**config.mk**
```make
export PLATFORM = sky130hd
export DESIGN_NAME = gray_code_counter
export DESIGN_NICKNAME = d
export VERILOG_FILES = /design/src/rtl/gray_pkg.sv /design/src/rtl/b2g_converter.sv /design/src/rtl/gray_code_counter.sv
export SDC_FILE = /design/constraint.sdc
export NUM_CORES = 1
export LEC_CHECK = 0
export ABC_AREA = 1
export BUFFER_PORTS_ARGS = -buffer_cell sky130_fd_sc_hd__buf_2
export CORE_AREA = 2 2 39 41
export CTS_CLUSTER_DIAMETER = 200
export CTS_CLUSTER_SIZE = 8
export DETAILED_ROUTE_END_ITERATION = 10
export DIE_AREA = 0 0 41 43
export PLACE_DENSITY = 0.66
export SYNTH_ARGS = -nofsm -noshare
export SYNTH_HDL_FRONTEND = slang
export SYNTH_SLANG_ARGS = --single-unit
```
**constraint.sdc**
```tcl
create_clock -name clk -period 2.2 [get_ports clk]
set_input_delay 0.55 -clock clk [delete_from_list [all_inputs] [get_ports clk]]
set_output_delay 0.55 -clock clk [all_outputs]
set_load 0.05 [all_outputs]
```
**src/rtl/gray_pkg.sv**
```systemverilog
// rtl/gray_pkg.sv - shared Gray-code helpers, step kinds and default parameters
package gray_pkg;

  localparam int DEFAULT_WIDTH = 4;
  localparam int DEFAULT_WRAP  = 1;
  localparam int MAX_WIDTH     = 32;

  typedef enum logic [1:0] {
    OP_HOLD = 2'd0,
    OP_LOAD = 2'd1,
    OP_UP   = 2'd2,
    OP_DOWN = 2'd3
  } step_op_t;

  // Operates on zero-extended values up to MAX_WIDTH bits.
  function automatic logic [MAX_WIDTH-1:0] bin2gray(input logic [MAX_WIDTH-1:0] b);
    return b ^ (b >> 1);
  endfunction

  function automatic logic [MAX_WIDTH-1:0] gray2bin(input logic [MAX_WIDTH-1:0] g);
    logic [MAX_WIDTH-1:0] b;
    b[MAX_WIDTH-1] = g[MAX_WIDTH-1];
    for (int i = MAX_WIDTH - 2; i >= 0; i--) begin
      b[i] = b[i+1] ^ g[i];
    end
    return b;
  endfunction

endpackage

```
**src/rtl/b2g_converter.sv**
```systemverilog
// rtl/b2g_converter.sv - combinational binary-to-Gray converter
module b2g_converter #(
  parameter int WIDTH = 4
) (
  input  logic [WIDTH-1:0] bin,
  output logic [WIDTH-1:0] gray
);

  assign gray = bin ^ (bin >> 1);

endmodule

```
**src/rtl/gray_code_counter.sv**
```systemverilog
// rtl/gray_code_counter.sv - up/down counter with registered Gray, binary and terminal-count outputs
module gray_code_counter
  import gray_pkg::*;
#(
  parameter int WIDTH = DEFAULT_WIDTH,
  parameter int WRAP  = DEFAULT_WRAP
) (
  input  logic             clk,
  input  logic             rst_n,
  input  logic             en,
  input  logic             up,
  input  logic             load,
  input  logic [WIDTH-1:0] load_bin,
  output logic [WIDTH-1:0] gray,
  output logic [WIDTH-1:0] binary,
  output logic             tc
);

  localparam logic [WIDTH-1:0] MAX_VAL  = '1;
  localparam logic [WIDTH-1:0] ZERO_VAL = '0;
  localparam logic [WIDTH-1:0] ONE_VAL  = {{(WIDTH-1){1'b0}}, 1'b1};
  localparam bit               DO_WRAP  = (WRAP != 0);

  step_op_t         op;
  logic [WIDTH-1:0] bin_nxt;
  logic [WIDTH-1:0] gray_nxt;
  logic             tc_nxt;

  always_comb begin
    op = OP_HOLD;
    if (load) begin
      op = OP_LOAD;
    end else if (en) begin
      op = up ? OP_UP : OP_DOWN;
    end
  end

  // Ends are found by explicit compare; a blocked saturating step still raises tc.
  always_comb begin
    bin_nxt = binary;
    tc_nxt  = 1'b0;
    unique case (op)
      OP_LOAD: bin_nxt = load_bin;
      OP_UP: begin
        if (binary == MAX_VAL) begin
          tc_nxt  = 1'b1;
          bin_nxt = DO_WRAP ? ZERO_VAL : MAX_VAL;
        end else begin
          bin_nxt = binary + ONE_VAL;
        end
      end
      OP_DOWN: begin
        if (binary == ZERO_VAL) begin
          tc_nxt  = 1'b1;
          bin_nxt = DO_WRAP ? MAX_VAL : ZERO_VAL;
        end else begin
          bin_nxt = binary - ONE_VAL;
        end
      end
      default: bin_nxt = binary;
    endcase
  end

  // Gray is derived from the next binary value so both registers update together.
  b2g_converter #(.WIDTH(WIDTH)) u_b2g (
    .bin  (bin_nxt),
    .gray (gray_nxt)
  );

  always_ff @(posedge clk) begin
    if (!rst_n) begin
      binary <= '0;
      gray   <= '0;
      tc     <= 1'b0;
    end else begin
      binary <= bin_nxt;
      gray   <= gray_nxt;
      tc     <= tc_nxt;
    end
  end

endmodule

```
[Word-level counts from Yosys, hierarchy flattened]
Cells that the tools add are included.
Cells by class
  add/sub/neg operators: 2
  multipliers: 0
  div/mod/pow operators: 0
  order comparisons: 0
  equality and inequality tests: 4
  shift-type cells: 0
  mux-type cells: 9
  bitwise gates (word level): 1
  reductions and logical operators: 1
Operators with widths (count)
  $pmux W4 S3: 1
  $mux W4: 2
  $add A4 B1 Y4 const B: 1
  $eq A2 B2 Y1 const B: 2
  $eq A4 B4 Y1 const B: 1
  $logic_not A4 Y1: 1
  $mux W2: 2
  $sub A4 B1 Y4 const B: 1
  $xor A4 B3 Y4: 1
  $mux W1: 3
  $eq A2 B1 Y1 const B: 1
  $pmux W1 S2: 1
Word-level totals
  register bits after elaboration: 9
  bits in latches: 0
  memory bits (writable): 0
  ROM bits: 0
  bits of input ports: 9
  output and inout port bits: 9
  memories: 0

[Longest topological paths before layout]
  depth after elaboration: 6
  gate-level depth with buffers: 10

[Hierarchy]
A second synthesis with hierarchy kept.
Unflattened totals
  cell total of the unflattened synthesis: 91
  area total of the unflattened synthesis: 590.6 µm²
Modules (own cells, without submodules)
  gray_code_counter: instances 1, cells each 77, area each 534.3 µm², seq. area each 180.2 µm²
  b2g_converter: instances 1, cells each 14, area each 56.3 µm², seq. area each 0.0 µm²

[Worst setup path before layout]
No wires, ideal clock.
  path type: flip-flop to flip-flop
  start: reg binary[0]
  end: reg gray[0]
  library setup time: 0.109 ns
  arrival: 1.640 ns
  path slack: 0.451 ns
  stages on the path, launching flop included: 11
  buffers on the path: 0
  path through: dfxtp_1 > inv_1 > ha_1 > inv_1 > nor3_1 > a21oi_1 > o21ai_2 > nand2_1 > nand2_1 > nand2_1 > inv_1
Between the ends
  longest elaborated chain between the ends: 4
  elaborated cells on any way between the ends: 8
RTL lines
  from (decl): RTL line gray_code_counter.sv:15  | output logic [WIDTH-1:0] binary,
  from (signal assigned): RTL line gray_code_counter.sv:76  | binary <= bin_nxt;
  $sub A4 B1 Y4, or another cell as far along: RTL line gray_code_counter.sv:57  | bin_nxt = binary - ONE_VAL;
  $mux W4 (on tied branches): RTL line gray_code_counter.sv:53, gray_code_counter.sv:45
  $pmux W4 S3 *: RTL line gray_code_counter.sv:42  | unique case (op)
  $xor A4 B3 Y4 *: RTL line b2g_converter.sv:9  | assign gray = bin ^ (bin >> 1);
  to (signal assigned): RTL line gray_code_counter.sv:77  | gray <= gray_nxt;
  to (decl): RTL line gray_code_counter.sv:14  | output logic [WIDTH-1:0] gray,
Every way passes the cells marked *; elsewhere a longest branch is shown, timed or not.
A chain may end at the register's enable or synchronous reset.

[Final worst setup path]
  start: reg binary[2]
  end: out binary[2]
No word-level cell between the ends.

==> qor.tcl <==
set qor(final_antenna_net_count) 0
set qor(dr.max_layer_used) {met4}
set qor(layout.filler_cells) 149
set qor(drt-met1-wl_um) 495
set qor(power-per-cell-area_nw_per_um2) 655
set qor(static-leakage-power_uw) 0.000362
set qor(ys_ff_latch) 8
set qor(multiInputGateArea_um2) 347
set qor(ctsHtreeMaxLevel) 1
set qor(via_count) 555
set qor(postSynthCellCount) 81
set qor(synth_nets) 92
set qor(clock_tree.buffer_depth) 2
set qor(met3RoutedLength_um) 53
set qor(register_area_um2) 160
set qor(synth_largest_area_cell) {sky130_fd_sc_hd__dfxtp_1}
set qor(worst_hold_path.num_cells) 3
set qor(drc) 0
set qor(start_util_pct) 41.2
set qor(ctsResizeCount) 0
set qor(clk_latency_ns) 0.25
set qor(worst_ep_arrival_time_ns) 1.05
set qor(ff2ff_setup_slack_ns) 0.68
set qor(wl_met2_um) 619
set qor(final_max_slew_viol_count) 0
set qor(syn_avg_cell_area_um2) 7.04
set qor(antenna_cells_inserted) 0
set qor(tns_ns) 0
set qor(yosys_warnings) 0
set qor(drive_gt1_share_pct) 39.4
set qor(crit-reg2reg-launch) {binary[0]$_SDFF_PN0_}
set qor(wire_per_inst_um) 10.3
set qor(r2r-end) {gray[0]$_SDFF_PN0_}
set qor(cpPeakStageDelay_ns) 0.47
set qor(via_count_of_the_first_global_routing_pass) 483
set qor(grt_remaining_overflow) 0
set qor(vias_per_cell) 4.83
set qor(finalClockSkew_ns) 0.000593
set qor(die_height_um) 43
set qor(critical_path_peak_fanout) 9
set qor(cts_hold_buffers) 0
set qor(criticalPathCategory) {reg2out}
set qor(cts.clk_slew.worst_paths_ns) 0.05
set qor(period_needed_ns) 1.60
set qor(timing_hold_violations_final) 0
set qor(post-dp-hpwl_um) 997
set qor(sequential_share_of_the_synthesized_area_pct) 28.1
set qor(worst_setup_path_end_kind) {output pin}
set qor(grt_max_degree) 10
set qor(run_status) {completed}
set qor(drv.max_cap_violation_count) 0
set qor(cts_tree) {yes}
set qor(worst_path_slowest_cell) {sky130_fd_sc_hd__dfxtp_1}
set qor(critPathRequiredTime_ns) 1.65
set qor(synth_area_um2) 571
set qor(worstHoldEndpoint) {gray[2]$_SDFF_PN0_}
set qor(cts_buffers) 3
set qor(timing.critical_path.buf_inv) 1
set qor(timing.final.crit_share_pct) 72.6
set qor(initialDrtViolationCount) 7
set qor(placementRows) 14
set qor(layout-area-overhead-vs-synth_pct) 19.1
set qor(timing.critical_path.from_type) {flop}
set qor(drt_wl_total_um) 1190
set qor(grt_pass1_wl_um) 1930
set qor(ordered_list_of_cells_on_the_worst_path) {buf_2}
set qor(worstHoldStart) {rst_n}
set qor(dieWidth_um) 41
set qor(slew_headroom_pct) 81.3
set qor(grt_antenna_before_repair) 0
set qor(layout.cells.most_common_list) {sky130_fd_sc_hd__nand2_1 (17), sky130_fd_sc_hd__buf_2 (17), sky130_fd_sc_hd__inv_1 (9)}
set qor(post_synth_num_cell_types) 22
set qor(final_net_count) 112
set qor(num_io_pins) 18
set qor(globalplace.congestion) 0.836
set qor(min_path_type) {in2reg}
set qor(clock_sink_count) 8
set qor(buffer_ports.inserted) 17
set qor(dieArea_um2) 1760
set qor(whs_ns) 0.568
set qor(core-area_um2) 1380
set qor(post-cts-setup-buffers) 0
set qor(drt_pre_antenna_iters) 4
set qor(critical-path-top-delay-family) {flip-flops}
set qor(power.ir.vdd_worst_uv) 369
set qor(max_freq_mhz) 626
set qor(yosys-top-cells-area) {sky130_fd_sc_hd__dfxtp_1 (28%), sky130_fd_sc_hd__nand2_1 (11%), sky130_fd_sc_hd__nand3_2 (7.0%), sky130_fd_sc_hd__nand3_1 (6.1%), sky130_fd_sc_hd__inv_1 (5.9%)}
set qor(globalRouteTotalUtil_pct) 16.4
set qor(netlist.area_leader.share_pct) 28.1
set qor(worst_pin_slew_ns) 0.280
set qor(setup_violations) 0
set qor(cts.root.buffer_cell) {sky130_fd_sc_hd__clkbuf_4}
set qor(critical_path_depth) 1
set qor(setup_repair_after_global_routing_missed_its_margin) {no}
set qor(timing.reg2reg.worst_path_depth) 9
-- per-stage QoR --
step                      utilization (%)  instances  power [uW]  instance area [um^2]  setup slack [ns]
after floorplan                         -         81         304                   571             0.451
after global placement               47.5        112         338                   657             0.627
after detailed placement             47.5        112         339                   657             0.637
after CTS                            49.1        115         452                   679             0.593
after global routing                 49.1        115         476                   679             0.442
final                                49.1        115         445                   679             0.602
-- power by group --
group	internal, uW	switching [uW]
clock	62.3	47.6
sequential	159	13.0
combinational	46.0	118
-- cell usage after synthesis --
master and n:
sky130_fd_sc_hd__inv_2 3, sky130_fd_sc_hd__nand3_2 4, sky130_fd_sc_hd__nand3_1 7, sky130_fd_sc_hd__nor2_1 7, sky130_fd_sc_hd__nor2_2 5, sky130_fd_sc_hd__ha_1 2, sky130_fd_sc_hd__buf_6 1, sky130_fd_sc_hd__nor3_1 1
sky130_fd_sc_hd__nand2_1 17, sky130_fd_sc_hd__inv_1 9, sky130_fd_sc_hd__o21ai_2 1, sky130_fd_sc_hd__nand2_2 2, sky130_fd_sc_hd__a22oi_1 1, sky130_fd_sc_hd__o211ai_2 1, sky130_fd_sc_hd__nand4_1 1, sky130_fd_sc_hd__nor2_4 2
sky130_fd_sc_hd__or2_1 1, sky130_fd_sc_hd__nand2_4 1, sky130_fd_sc_hd__dfxtp_1 8, sky130_fd_sc_hd__buf_4 1, sky130_fd_sc_hd__a21boi_0 1, sky130_fd_sc_hd__a21oi_1 5
-- metal layers --
metal  up-vias  track usage (%)
met2        13             26.3
met4         0             10.0
li1        296                -
met1       242             18.7
met5         -                0
met3         4             3.14
-- kinds of logic (layout without fill, tap and decap cells) --
group | count (synthesis) | after routing | synth area share (%)
AND/OR/NAND/NOR | 48 | 48 | 45.6
buffers and inverters | 14 | 32 | 11.2
AO/OA/AOI/OAI | 9 | 9 | 10.7
flip-flops | 8 | 8 | 28.1
adder cells (fa/ha/maj) | 2 | 2 | 4.39
-- worst max-delay path by stage --
stage	startpoint	end
after floorplan	binary[0]$_SDFF_PN0_	gray[0]$_SDFF_PN0_
after global placement	load	gray[0]$_SDFF_PN0_
after detailed placement	load	gray[0]$_SDFF_PN0_
after CTS	binary[2]$_SDFF_PN0_	binary[2]
after global routing	binary[0]$_SDFF_PN0_	gray[0]$_SDFF_PN0_
final	binary[2]$_SDFF_PN0_	binary[2]
-- flip-flops by register name, indices dropped and copies added, names as in the netlist --
| name | count |
|---|---|
| gray | 4 |
| binary | 3 |
| tc | 1 |
-- final cells by class --
type,instances,area share [%]
Inverter,12,6.63
Tap cell,16,2.95
Multi-Input combinational cell,59,51.0
Clock buffer,3,3.31
Timing Repair Buffer,17,12.5
Sequential cell,8,23.6
Note: power is estimated with default switching activity, not from simulation.
